**src/rtl/blk_pkg.sv**
```systemverilog
// blk_pkg: shared defaults, word type and level-width helper for the stage-3 deserializer.
package blk_pkg;
    localparam int DEF_WIDTH = 8;
    localparam int DEF_DEPTH = 4;

    typedef logic [DEF_WIDTH-1:0] word_t;

    function automatic int lvlw(input int depth);
        return $clog2(depth + 1);
    endfunction
endpackage

```
**src/rtl/blk_sync_fifo.sv**
```systemverilog
// blk_sync_fifo: register-array FIFO; full/empty come from a level counter, pointers wrap naturally.
module blk_sync_fifo
    import blk_pkg::*;
#(
    parameter int WIDTH = DEF_WIDTH,
    parameter int DEPTH = DEF_DEPTH,
    parameter int LVLW  = lvlw(DEPTH)
) (
    input  logic             clk,
    input  logic             rst_n,
    input  logic             clr,
    input  logic             push,
    input  logic             pop,
    input  logic [WIDTH-1:0] din,
    output logic [WIDTH-1:0] dout,
    output logic             full,
    output logic             empty,
    output logic [LVLW-1:0]  level
);
    localparam int AW = $clog2(DEPTH);

    logic [WIDTH-1:0] mem [DEPTH];
    logic [AW-1:0]    wptr, rptr;
    logic             rd, wr;

    assign full  = level == LVLW'(DEPTH);
    assign empty = level == '0;
    assign rd    = pop && !empty;
    // a push into a full FIFO is accepted only when the head leaves on the same edge
    assign wr    = push && (!full || rd);
    assign dout  = mem[rptr];

    always_ff @(posedge clk or negedge rst_n) begin
        if (!rst_n) begin
            for (int i = 0; i < DEPTH; i++) mem[i] <= '0;
            wptr  <= '0;
            rptr  <= '0;
            level <= '0;
        end else if (clr) begin
            wptr  <= '0;
            rptr  <= '0;
            level <= '0;
        end else begin
            if (wr) begin
                mem[wptr] <= din;
                wptr      <= wptr + 1'b1;
            end
            if (rd) rptr <= rptr + 1'b1;
            if (wr && !rd) level <= level + 1'b1;
            else if (rd && !wr) level <= level - 1'b1;
        end
    end
endmodule

```
**src/rtl/blk_stage3_deser.sv**
```systemverilog
// blk_stage3_deser: LSB-first serial-to-parallel packer feeding a valid/ready FIFO with sticky overflow.
// Define BLK_STAGE3_PARITY_EN to store an even-parity bit per word and expose out_par/par_err.
module blk_stage3_deser
    import blk_pkg::*;
#(
    parameter int WIDTH = DEF_WIDTH,
    parameter int DEPTH = DEF_DEPTH,
    parameter int LVLW  = lvlw(DEPTH)
) (
    input  logic             clk,
    input  logic             rst_n,
    input  logic             in_bit,
    input  logic             in_en,
    input  logic             flush,
    output logic [WIDTH-1:0] out_data,
    output logic             out_valid,
    input  logic             out_ready,
    output logic [LVLW-1:0]  level,
    output logic             overflow,
    input  logic             clr_ovf
`ifdef BLK_STAGE3_PARITY_EN
    ,
    output logic             out_par,
    output logic             par_err
`endif
);
    localparam int CW = $clog2(WIDTH);
`ifdef BLK_STAGE3_PARITY_EN
    localparam int FW = WIDTH + 1;
`else
    localparam int FW = WIDTH;
`endif

    logic [CW-1:0]    cnt;
    logic [WIDTH-1:0] sh, word;
    logic [FW-1:0]    din, dout;
    logic             last, done, pop, full, empty;

    always_comb begin
        word      = sh;
        word[cnt] = in_bit;
    end

    assign last      = cnt == CW'(WIDTH - 1);
    assign done      = in_en && last && !flush;
    assign out_valid = !empty;
    assign pop       = out_valid && out_ready && !flush;
    assign out_data  = dout[WIDTH-1:0];

`ifdef BLK_STAGE3_PARITY_EN
    assign din     = {^word, word};
    assign out_par = dout[WIDTH];
    assign par_err = pop && (^dout);
`else
    assign din = word;
`endif

    always_ff @(posedge clk or negedge rst_n) begin
        if (!rst_n) begin
            cnt <= '0;
            sh  <= '0;
        end else if (flush) begin
            cnt <= '0;
            sh  <= '0;
        end else if (in_en) begin
            cnt <= last ? '0 : cnt + 1'b1;
            sh  <= last ? '0 : word;
        end
    end

    // set beats clear when a drop coincides with clr_ovf
    always_ff @(posedge clk or negedge rst_n) begin
        if (!rst_n) overflow <= 1'b0;
        else if (done && full && !pop) overflow <= 1'b1;
        else if (clr_ovf) overflow <= 1'b0;
    end

    blk_sync_fifo #(.WIDTH(FW), .DEPTH(DEPTH), .LVLW(LVLW)) u_fifo (
        .clk   (clk),
        .rst_n (rst_n),
        .clr   (flush),
        .push  (done),
        .pop   (pop),
        .din   (din),
        .dout  (dout),
        .full  (full),
        .empty (empty),
        .level (level)
    );
endmodule

```
**config.mk**
```make
export PLATFORM = sky130hd
export DESIGN_NAME = blk_stage3_deser
export DESIGN_NICKNAME = d
export VERILOG_FILES = /design/src/rtl/blk_pkg.sv /design/src/rtl/blk_sync_fifo.sv /design/src/rtl/blk_stage3_deser.sv
export SDC_FILE = /design/constraint.sdc
export NUM_CORES = 1
export LEC_CHECK = 0
export ABC_CLOCK_PERIOD_IN_PS = 3380
export BUFFER_PORTS_ARGS = -buffer_cell sky130_fd_sc_hd__buf_2
export CORE_UTILIZATION = 64
export CTS_CLUSTER_DIAMETER = 40
export DETAILED_ROUTE_END_ITERATION = 6
export HOLD_SLACK_MARGIN = 0.05
export PLACE_DENSITY = 0.84
export SLEW_MARGIN = 20
export SYNTH_ARGS = -nofsm -noshare
export SYNTH_HDL_FRONTEND = slang
export SYNTH_SLANG_ARGS = --single-unit
```
**constraint.sdc**
```tcl
create_clock -name clk -period 3.38 [get_ports clk]
set_input_delay 0.676 -clock clk [delete_from_list [all_inputs] [get_ports clk]]
set_output_delay 0.676 -clock clk [all_outputs]
set_load 0.05 [all_outputs]
```
---- Yosys cells after proc, flatten, opt, wreduce, memory -nomap -nowiden ----
Cells that the tools add are included.
operators by class
  muxes and demuxes ....................... 24
  $lt $le $gt $ge ......................... 5
  equality and inequality tests ........... 2
  reduce and logical (&&, ||, !) cells .... 26
  bitwise gates (word level) .............. 3
  add/subtract/negate cells ............... 5
operators with widths
  operator               count
  $mux W8                6
  $bwmux W32             1
  $mux W3                6
  $bmux W8 S2            1
  $demux W8 S2           1
  $logic_and A1 B1 Y1    12
  $bwmux W8              1
  $mux W2                4
  $reduce_bool A2 Y1     4
  $add A3 B1 Y3 const B  2
  $eq A3 B3 Y1 const B   2
  $ge A3 B3 Y1 const B   2
  $logic_not A1 Y1       6
  $not A2 Y3             2
  $add A2 B1 Y2 const B  2
  $lt A3 B4 Y1 const B   1
  $demux W1 S3           1
  $ge A3 B1 Y1 const B   1
  $logic_not A3 Y1       1
  $lt A3 B1 Y1 const B   1
  $mux W1                3
  $reduce_bool A3 Y1     1
  $sub A3 B1 Y3 const B  1
  $reduce_and A2 Y1      1
  2 further kinds        2
storage, ports and cells
  logic and storage cells ................. 75
  output and inout port bits .............. 13
  bits in registers ....................... 51
  input port bits ......................... 7

---- Longest topological paths before layout ----
Gate-level depths: netlist of run 1.
  depth in word-level cells ............... 12
  gate-level depth with buffers ........... 9
  gate-level depth less buffers ........... 8

---- Hierarchy ----
Synthesis of run 1 repeated with hierarchy kept, for this count alone.
second synthesis, totals
  cells, all modules ...................... 227
  area total of the unflattened synthesis .. 2733.9 um^2
by module, submodules not included
  module            cells an instance  area an instance (um^2)  sequential area each (um^2)  instances
  blk_sync_fifo     142                1960.6                   975.9                        1
  blk_stage3_deser  85                 773.2                    300.3                        1

---- Worst setup path before layout of run 1 ----
No wires, ideal clock.
  kind .................................... register to register
  from .................................... register u_fifo.level[1]
  to ...................................... register u_fifo.level[2]
  period minus slack after synthesis ...... 2456 ps
  stages on the path, launching flop included .. 8
  data arrival time ....................... 2321 ps
  library setup time ...................... 135 ps
  buffers on the path ..................... 1
  path slack .............................. 924 ps
  required time ........................... 3245 ps
  path through ............................ dfrtp_1 buf_6 nor4b_4 nor3_2 fa_1 or3_1 a31oi_1 a21oi_1
on the way
  longest elaborated chain between the ends .. 10
  elaborated cells on any way between the ends .. 19
  those cells by class .................... add/sub: 2; eq/ne: 1; mux: 3; reduce/logical: 13
ends and longest elaborated chain
  element                                                         RTL line                                     source
  start, declared                                                 blk_sync_fifo.sv:18                          output logic [LVLW-1:0] level
  start signal, assigned                                          blk_sync_fifo.sv:49                          if (wr && !rd) level <= level + 1'b1;
  start signal, assigned                                          blk_sync_fifo.sv:50                          else if (rd && !wr) level <= level - 1'b1;
  $logic_not A3 Y1                                                blk_sync_fifo.sv:27                          assign empty = level == '0;
  $logic_not A1 Y1                                                blk_sync_fifo.sv:28, blk_stage3_deser.sv:46
  $logic_and A1 B1 Y1 (2 in a row)                                blk_stage3_deser.sv:47                       assign pop = out_valid && out_ready && !flush;
  $logic_and A1 B1 Y1                                             blk_sync_fifo.sv:28                          assign rd = pop && !empty;
  $logic_or A1 B1 Y1                                              blk_sync_fifo.sv:30                          assign wr = push && (!full || rd);
  $logic_and A1 B1 Y1                                             blk_sync_fifo.sv:30
  $logic_and A1 B1 Y1 / $logic_not A1 Y1 (equally long branches)  blk_sync_fifo.sv:49, blk_sync_fifo.sv:50
  $mux W3 / $logic_and A1 B1 Y1 (equally long branches)           blk_sync_fifo.sv:49, blk_sync_fifo.sv:50
  $mux W3 / $reduce_bool A3 Y1 (equally long branches)            -
Several ways; a longest one is shown, not always the timed one. The select of a mux whose other input is x is not followed.
A chain may end at the register's enable or synchronous reset.

---- Worst setup path in the final report of run 1 ----
  from .................................... register u_fifo.rptr[0]
  to ...................................... output out_data[6]
on the way
  longest elaborated chain between the ends .. 4
ends and longest elaborated chain
  element                                     RTL line                source
  start, declared                             blk_sync_fifo.sv:23     logic [AW-1:0] wptr, rptr;
  start signal, assigned                      blk_sync_fifo.sv:48     if (rd) rptr <= rptr + 1'b1;
  $not A2 Y3 (implied by the code)            blk_sync_fifo.sv:31     assign dout = mem[rptr];
  $bmux W8 S2                                 blk_sync_fifo.sv:31
  $mux W8 (implied by the code) (2 in a row)  blk_sync_fifo.sv:31
  end, declared                               blk_stage3_deser.sv:15  output logic [WIDTH-1:0] out_data,
No other way between the ends. The select of a mux whose other input is x is not followed.

==> results.sh, run 1 <==
export IMPL_powerDensity_mw_per_mm2=364
export IMPL_grtUsageMet3_pct=4.39
export IMPL_die_y_um=67.7
export IMPL_fin_total_pwr_mw=1.08
export IMPL_nNetsFinal=224
export IMPL_max_freq_ghz=0.388
export IMPL_crit_required_ns=2.70
export IMPL_critPathLaunch="u_fifo.rptr[0]"
export IMPL_crit_type="register to primary output"
export IMPL_cts_hold_buffers=0
export IMPL_dieArea_mm2=0.00458
export IMPL_setup_slack_ns=0.803
export IMPL_syn_nets=208
export IMPL_core_area_mm2=0.00406
export IMPL_finalHoldViolCount=0
export IMPL_syn_inst=194
export IMPL_drt_pass1_iter_count=4
export IMPL_r2r_start="cnt[0]"
export IMPL_arrival_ns=1.90
export IMPL_syn_area_per_cell_um2=14.2
export IMPL_wl_per_cell_um=19.8
export IMPL_cp_max_fo=10
export IMPL_ir_worst_vdd_mv=0.326
export IMPL_dpl_instance_area_mm2=0.00286
export IMPL_portBuffers=19
export IMPL_pre_cts_ws_ns=0.772
export IMPL_whs_ns=0.385
export IMPL_status="completed"
export IMPL_cts_resized=0
export IMPL_start_util_pct=68.0
export IMPL_drive_gt1_share_pct=40.0
export IMPL_ios=20
export IMPL_grt_max_degree=52
export IMPL_slew_limit_headroom_pct=56.7
export IMPL_utilization_pct=73.1
export IMPL_vias=1587
export IMPL_critPathLaunchType="register"
export IMPL_synth_seq_cells=51
export IMPL_drt_initial_drc_count=112
export IMPL_dp_cells=253
export IMPL_layout_min_cycle_time_ns=2.58
export IMPL_cts_made_buffers=5
export IMPL_top_usage_layer="met2"
export IMPL_place_congestion=0.816
export IMPL_fin_crit_sh_pct=76.2
export IMPL_drv_cap=0
export IMPL_viasPerCell=6.10
export IMPL_clockBufferDepth=2
export IMPL_drv_slew=0
export IMPL_fin_tns_setup_ns=0
export IMPL_syn_to_final_growth_pct=7.43
export IMPL_grt_pass1_wl_mm=8.54
export IMPL_synth_top_cell_by_area="dfrtp_1"
export IMPL_p_leak_nw=1.46
export IMPL_setup_viol_count_final=0
export IMPL_yosys_warnings=0
export IMPL_cp_end_kind="primary output"
export IMPL_worstMarginPinSlew_ns=0.649
export IMPL_grt_ovfl_total=0
export IMPL_synth_edf_count=0
export IMPL_grt_pass1_vias=1651
export IMPL_antenna_cells=0
export IMPL_fin_worst_skew_ns=0.00751
export IMPL_grt_usage_pct=26.6
export IMPL_clk_latency_ns=0.30
export IMPL_die_x_um=67.7
export IMPL_wirelength_mm=5.16
export IMPL_synthDistinctLibCells=42
export IMPL_postRouteAntennaNets=0
export IMPL_drc=0
export IMPL_final_cells=260
export IMPL_rsz0062_at_grt="false"
export IMPL_num_rows=23
export IMPL_grtUsageMet1_pct=33.7
export IMPL_postCtsSetupRepairBufs=0
export IMPL_final_area_mm2=0.00297
export IMPL_reg2reg_depth=8
export IMPL_grt_use_met2_pct=45.8
export IMPL_dp_hpwl_mm=3.46
export IMPL_seq_area_frac_synth_pct=46.2
export IMPL_r2r_setup_slack_ns=0.91
export IMPL_ys_top_cells_by_area="dfrtp_1, mux2_4, mux4_2"
export IMPL_cts_tree="built"
export IMPL_antenna_found_initial=0
export IMPL_path_clk_slew_ns=0.09
export IMPL_async_flop_share_pct=100
export IMPL_synth_main_ff_cell="dfrtp_1"
export IMPL_yosysTopAreaCellShare_pct=46.2
export IMPL_netlist_area_mm2=0.00276
export IMPL_min_path_type="primary input to async pin"
export IMPL_cts_root_buf="clkbuf_8"
export IMPL_clock_sinks=51
export IMPL_ctsHtreeMaxLevel=2
export IMPL_r2r_end="u_fifo.level[2]"
report_power, final:
group          internal [mW]  total [mW]  switching, mW
Sequential             0.613       0.619        0.00599
Combinational         0.0166      0.0523         0.0357
Clock                  0.216       0.407          0.191
Total                  0.846        1.08          0.232
metal layers:
metal	part of all wire [%]	vias up
li1	-	734
met5	0	-
met1	42	811
met3	3.8	7
met2	53	35
met4	1.1	0
state kept, by name (all words and copies together) (netlist names):
signal,count
u_fifo.rptr,2
u_fifo.wptr,2
cnt,3
overflow,1
u_fifo.level,3
sh,8
u_fifo.mem,32
worst max-delay path by stage:
| stage | cells after the start | end | slack [ns] |
|---|---|---|---|
| 2_1_floorplan | 7 | u_fifo.level[2] | 0.92 |
| 3_3_place_gp | 7 | u_fifo.level[2] | 0.85 |
| 4_1_cts | 2 | out_data[6] | 0.78 |
| 6_report | 2 | out_data[6] | 0.80 |
| 5_1_grt | 2 | out_data[6] | 0.73 |
| 3_5_place_dp | 7 | u_fifo.level[2] | 0.77 |
worst max-delay path, stage by stage (launching register included):
cell and delay (ns):
dfrtp_1 0.76, mux4_2 0.60, buf_2 0.23
final cells by class:
cell class,count,area (µm²)
inverters,6,22.5
flip-flops and latches,51,1280
fillers,263,1090
well taps,50,62.6
clock buffers,5,68.8
multi-input cells,127,1400
clock inverters,2,37.5
repair buffers,19,97.6
cell usage in the layout, fill, tap and decap left out, drive strengths merged, types with 5 or more instances in the layout:
cell type,instances
nor2,17
a22oi,8
mux2,41
nand3b,5
inv,5
clkbuf,5
ha,6
dfrtp,51
buf,19
nand2,9
mux4,8
synthesized netlist by cell type (4+ instances only):
master / count
dfrtp_1: 51
mux2_4: 32
nor2_1: 15
mux2_2: 9
a22oi_1: 8
mux4_2: 8
ha_1: 6
inv_1: 5
nand2_1: 5
buf_2: 4
nand2_8: 4
nand3b_1: 4
cell families after synthesis:
kind of cell,share of synthesized area [%]
AOI/OAI and AO/OA,5.21
xor gates and xnor gates,1.27
adders and majority gates,3.45
buffers and inverters,3.04
DFF,46.2
muxes,28.7
and+or+nand+nor,12.1
Note: power is estimated with default switching activity, not from simulation.
==> inputs of run 2 (changes only) <==
ABC_AREA = 1   (was not set)
ABC_CLOCK_PERIOD_IN_PS = 2200   (was 3380)
CORE_UTILIZATION = 53   (was 64)
PLACE_DENSITY = 0.75   (was 0.84)
clock period = 2.2 ns   (was 3.38 ns; I/O delays follow)
==> results.sh, run 2 <==
export IMPL_synth_main_ff_cell="dfrtp_1"
export IMPL_layout_min_cycle_time_ns=2.07
export IMPL_min_to="overflow"
export IMPL_synthAdderAreaFrac_pct=3.83
export IMPL_fin_worst_skew_ns=0.00534
export IMPL_antenna_found_initial=0
export IMPL_drc=0
export IMPL_ctsHtreeMaxLevel=2
export IMPL_worstMarginPinSlew_ns=0.565
export IMPL_p_sw_mw=1.03
export IMPL_cts_tree="built"
export IMPL_grt_ovfl_total=0
export IMPL_clock_sinks=51
export IMPL_utilization_pct=61.9
export IMPL_wirelength_mm=5.12
export IMPL_synthDistinctLibCells=23
export IMPL_p_comb_share_pct=36.3
export IMPL_async_flop_share_pct=100
export IMPL_cp_max_fo=11
export IMPL_synth_compound_area_share_pct=18.3
export IMPL_path_clk_slew_ns=0.09
export IMPL_fin_total_pwr_mw=2.47
export IMPL_start_util_pct=56.2
export IMPL_cts_made_buffers=5
export IMPL_pre_cts_ws_ns=0.123
export IMPL_whs_ns=0.338
export IMPL_synth_seq_cells=51
export IMPL_dp_cells=345
export IMPL_netlist_area_mm2=0.00248
export IMPL_status="completed"
export IMPL_synth_top_cell_by_area="dfrtp_1"
export IMPL_regMostFlops="u_fifo.mem"
export IMPL_clockBufferDepth=2
export IMPL_syn_nets=291
export IMPL_pwr_share_seq_pct=42.2
export IMPL_synth_top_family_by_area="simple AND/OR/NAND/NOR gates"
export IMPL_finalHoldViolCount=0
export IMPL_cp_end_kind="primary output"
export IMPL_setup_slack_ns=0.127
export IMPL_drt_initial_drc_count=114
export IMPL_layout_commonest_cell="nand2_1"
export IMPL_powerDensity_mw_per_mm2=904
export IMPL_yosysTopAreaCellShare_pct=51.4
export IMPL_synth_edf_count=0
export IMPL_min_path_type="primary input to register"
export IMPL_seq_area_frac_synth_pct=51.4
export IMPL_synth_simple_area_share_pct=19.6
export IMPL_clockPowerShare_pct=21.5
export IMPL_drt_pass1_iter_count=4
export IMPL_final_area_mm2=0.00273
export IMPL_clk_latency_ns=0.30
export IMPL_critPathLaunchType="register"
export IMPL_ios=20
export IMPL_crit_type="register to primary output"
export IMPL_yosysMostFrequentCell="nand2_1"
export IMPL_p_leak_nw=1.27
export IMPL_fin_crit_sh_pct=94.2
export IMPL_die_x_um=70.4
export IMPL_ir_worst_vdd_mv=0.821
export IMPL_drive_gt1_share_pct=17.5
export IMPL_cts_root_buf="clkbuf_8"
export IMPL_yosys_warnings=0
export IMPL_dieArea_mm2=0.00496
export IMPL_fill_cells=377
export IMPL_whs_path_depth=2
export IMPL_r2r_start="cnt[0]"
export IMPL_rsz0062_at_grt="false"
export IMPL_largest_reg_flops=32
export IMPL_synth_commonest_cells="nand2_1, dfrtp_1, o21ai_1"
export IMPL_max_freq_ghz=0.482
export IMPL_synthMuxAreaShare_pct=0
export IMPL_fin_tns_setup_ns=0
export IMPL_wl_per_cell_um=14.5
export IMPL_vias=1992
export IMPL_top_regs="u_fifo.mem x32, sh x8"
export IMPL_die_y_um=70.4
export IMPL_reg2reg_depth=12
export IMPL_cellInternalPower_mw=1.44
export IMPL_grt_pass1_wl_mm=8.99
export IMPL_core_area_mm2=0.00441
export IMPL_place_congestion=0.879
export IMPL_crit_required_ns=1.76
export IMPL_drv_slew=0
export IMPL_syn_inst=277
export IMPL_setup_viol_count_final=0
export IMPL_dp_hpwl_mm=3.64
export IMPL_postRouteAntennaNets=0
export IMPL_syn_to_final_growth_pct=10.1
export IMPL_synth_xor_area_share_pct=0.353
export IMPL_postCtsSetupRepairBufs=0
export IMPL_nNetsFinal=315
export IMPL_grt_usage_pct=23.3
export IMPL_ys_top_cells_by_area="dfrtp_1, o21ai_1, nand2_1"
export IMPL_antenna_cells=0
export IMPL_grt_max_degree=21
export IMPL_r2r_setup_slack_ns=0.16
export IMPL_dpl_instance_area_mm2=0.00262
export IMPL_slew_limit_headroom_pct=62.1
export IMPL_arrival_ns=1.63
export IMPL_drv_cap=0
export IMPL_layout_common_cells="nand2_1, dfrtp_1, o21ai_1"
export IMPL_grt_pass1_vias=1935
export IMPL_min_delay_start="clr_ovf"
export IMPL_portBuffers=19
export IMPL_r2r_end="u_fifo.level[2]"
export IMPL_viasPerCell=5.63
export IMPL_final_cells=354
export IMPL_syn_area_per_cell_um2=8.96
export IMPL_power_switching_share_pct=41.6
export IMPL_num_rows=24
==> run 2: changes by cell type after synthesis, sizes merged, moves of 4 or more <==
cell,before,now
a22oi,8,0
nand3,2,16
mux2,41,0
mux4,8,0
nand2,9,58
buf,8,4
inv,5,26
o21ai,2,62
nand3b,5,0
o22ai,0,17
==> run 2: repair_timing <==
action | 4_1_cts | 5_1_grt
hold buffers | 1 | 0
setup endpoints to repair | 0 | 4
hold endpoints to repair | 13 | 0
resized for setup | 0 | 3
==> run 2: kinds of logic after synthesis <==
logic type,after synthesis
buffers and inverters,35
adders and majority gates,7
DFF,51
and+or+nand+nor,97
AOI/OAI and AO/OA,86
xor gates and xnor gates,1
==> run 2: worst max path at each step <==
stage | from | endpoint | slack, ns | depth (start not counted)
floorplan | u_fifo.rptr[0] | out_data[4] | 0.01 | 5
global placement | cnt[0] | u_fifo.level[2] | 0.20 | 13
detailed placement | cnt[0] | u_fifo.level[2] | 0.12 | 13
CTS | u_fifo.rptr[1] | out_data[2] | 0.04 | 4
global route | cnt[0] | u_fifo.level[2] | 0.01 | 12
finish | u_fifo.rptr[1] | out_data[2] | 0.13 | 4
==> run 2: layout make-up <==
cell class	count	area, µm²	area share (%)
multi-input combinational	191	1060	38.7
clock buffer	6	72.6	2.66
timing repair buffer	26	150	5.50
inverter	26	97.6	3.57
clock inverter	2	12.5	0.458
tap	52	65.1	2.38
sequential	51	1280	46.8
==> run 2: power by group through the flow <==
stage	registers (mW)	clock network [mW]	logic (mW)
CTS	1.04	0.542	0.880
global placement	1.06	0	0.865
floorplan	1.13	0	0.597
detailed placement	1.06	0	0.876
finish	1.04	0.531	0.897
global route	1.05	0.577	0.975
==> run 2: layer usage <==
metal	GRT usage, %	up-vias	share of wire, %	routed length, µm
li1	-	986	-	-
met1	31.9	966	47	2400
met2	36.9	36	48	2470
met3	4.76	4	3.5	179
met4	8.22	0	1.2	62
met5	0	-	0	0
==> run 2: worst max-delay path: stages (launching register included) <==
cell and delay (ns):
dfrtp_1 0.53, inv_2 0.20, o21ai_0 0.10, o22ai_1 0.18
buf_2 0.31
==> inputs of run 3 (changes only) <==
REMOVE_ABC_BUFFERS = 1   (was not set)
==> results.sh, run 3 (synthesis results as in run 2) <==
export IMPL_setup_viol_count_final=0
export IMPL_crit_required_ns=2.40
export IMPL_fin_crit_sh_pct=92.7
export IMPL_cts_root_buf="clkbuf_8"
export IMPL_finalHoldViolCount=0
export IMPL_max_freq_ghz=0.490
export IMPL_slew_limit_headroom_pct=61.6
export IMPL_antenna_cells=0
export IMPL_pre_cts_ws_ns=0.157
export IMPL_cp_max_fo=4
export IMPL_syn_to_final_growth_pct=10.3
export IMPL_num_rows=24
export IMPL_die_x_um=70.4
export IMPL_ctsHtreeMaxLevel=2
export IMPL_antenna_found_initial=0
export IMPL_final_area_mm2=0.00274
export IMPL_clockPowerShare_pct=25.6
export IMPL_utilization_pct=62.0
export IMPL_p_sw_mw=1.04
export IMPL_whs_ns=0.106
export IMPL_grt_max_degree=28
export IMPL_min_path_type="primary input to async pin"
export IMPL_dieArea_mm2=0.00496
export IMPL_top_regs="u_fifo.mem x32, sh x8"
export IMPL_portBuffers=19
export IMPL_arrival_ns=2.24
export IMPL_wl_per_cell_um=14.4
export IMPL_wirelength_mm=5.08
export IMPL_drt_pass1_iter_count=4
export IMPL_setup_slack_ns=0.160
export IMPL_crit_chain="ha_1 -> ha_1 -> nand3_2 -> inv_2 -> nand3_1 -> inv_1 -> fa_2 -> xnor2_1 -> inv_1 -> nand2_1 -> nand2_1 -> nand2_1 -> nand2_1"
export IMPL_power_switching_share_pct=40.3
export IMPL_layout_min_cycle_time_ns=2.04
export IMPL_crit_path_frequent_cell="nand2_1"
export IMPL_clock_sinks=51
export IMPL_pwr_share_seq_pct=40.1
export IMPL_layout_commonest_cell="nand2_1"
export IMPL_drc=0
export IMPL_clockBufferDepth=2
export IMPL_powerDensity_mw_per_mm2=945
export IMPL_vias=1949
export IMPL_postCtsSetupRepairBufs=0
export IMPL_nNetsFinal=314
export IMPL_clk_latency_ns=0.32
export IMPL_ir_worst_vdd_mv=0.672
export IMPL_postRouteAntennaNets=0
export IMPL_grt_ovfl_total=0
export IMPL_crit_type="register to register"
export IMPL_cp_end_kind="register"
export IMPL_dp_hpwl_mm=3.49
export IMPL_viasPerCell=5.52
export IMPL_path_clk_slew_ns=0.10
export IMPL_drv_cap=0
export IMPL_grt_pass1_wl_mm=8.83
export IMPL_grt_pass1_vias=1864
export IMPL_regMostFlops="u_fifo.mem"
export IMPL_dpl_instance_area_mm2=0.00262
export IMPL_layout_common_cells="nand2_1, dfrtp_1, o21ai_1"
export IMPL_place_congestion=0.842
export IMPL_grt_usage_pct=23.1
export IMPL_rsz0062_at_grt="false"
export IMPL_start_util_pct=56.2
export IMPL_largest_reg_flops=32
export IMPL_fin_tns_setup_ns=0
export IMPL_critPathLaunchType="register"
export IMPL_drv_slew=0
export IMPL_worstMarginPinSlew_ns=0.576
export IMPL_cts_made_buffers=5
export IMPL_drt_initial_drc_count=133
export IMPL_status="completed"
export IMPL_cts_tree="built"
export IMPL_crit_slowest_cell="dfrtp_1"
export IMPL_drive_gt1_share_pct=17.3
export IMPL_ios=20
export IMPL_p_leak_nw=1.27
export IMPL_core_area_mm2=0.00441
export IMPL_cellInternalPower_mw=1.55
export IMPL_p_comb_share_pct=34.4
export IMPL_die_y_um=70.4
export IMPL_critPathMaxStageDelay_ns=0.39
export IMPL_fin_worst_skew_ns=0.0138
==> run 3: final timing paths <==
kind,end,startpoint,slack (ns),cells after the start
worst max-delay path,u_fifo.level[2],cnt[0],0.16,13
worst min-delay path,u_fifo.mem[4],rst_n,0.11,1
worst max register to register,u_fifo.level[2],cnt[0],0.16,13
worst min register to register,u_fifo.mem[15],u_fifo.mem[15],0.50,2
max in group asynchronous,u_fifo.mem[27],rst_n,1.46,2
min in group clk,overflow,clr_ovf,0.32,2
==> run 3: worst max-delay path, delay by kind of cell, from the launching register on <==
family	cells	cell delay [ns]
fa+ha+maj	3	0.75
simple gates	6	0.42
flops	1	0.39
xor+xnor	1	0.20
buf+inv	3	0.18
==> run 3: cell type report <==
class / instances / area [µm²]
flip-flops and latches: 51 / 1280
repair buffers: 25 / 140
fillers: 398 / 1680
clock inverters: 3 / 43.8
inverters: 26 / 97.6
well taps: 52 / 65.1
clock buffers: 5 / 68.8
multi-input cells: 191 / 1050
==> run 3: metal layers <==
layer | wire [µm] | GRT usage [%] | up-vias
met5 | 0 | 0 | -
met4 | 105 | 10.7 | 0
met3 | 336 | 6.06 | 10
met2 | 2350 | 34.6 | 63
met1 | 2290 | 31.3 | 897
li1 | - | - | 979
==> run 3: power groups by stage <==
stage / clock network [mW] / registers (mW) / logic, mW
floorplan: 0 / 1.14 / 0.568
detailed placement: 0 / 1.05 / 0.877
global route: 0.704 / 1.04 / 0.963
CTS: 0.674 / 1.04 / 0.886
finish: 0.662 / 1.04 / 0.889
global placement: 0 / 1.05 / 0.866
==> run 3: per-stage QoR <==
step / instances / power, mW
2_1_floorplan: 268 / 1.71
3_3_place_gp: 345 / 1.92
3_5_place_dp: 345 / 1.93
4_1_cts: 353 / 2.60
5_1_grt: 353 / 2.71
6_report: 353 / 2.59
==> run 3: what timing repair did <==
item,in CTS,in global routing
hold buffers,0,0
resized for setup,0,2
endpoints found under the setup margin,0,7
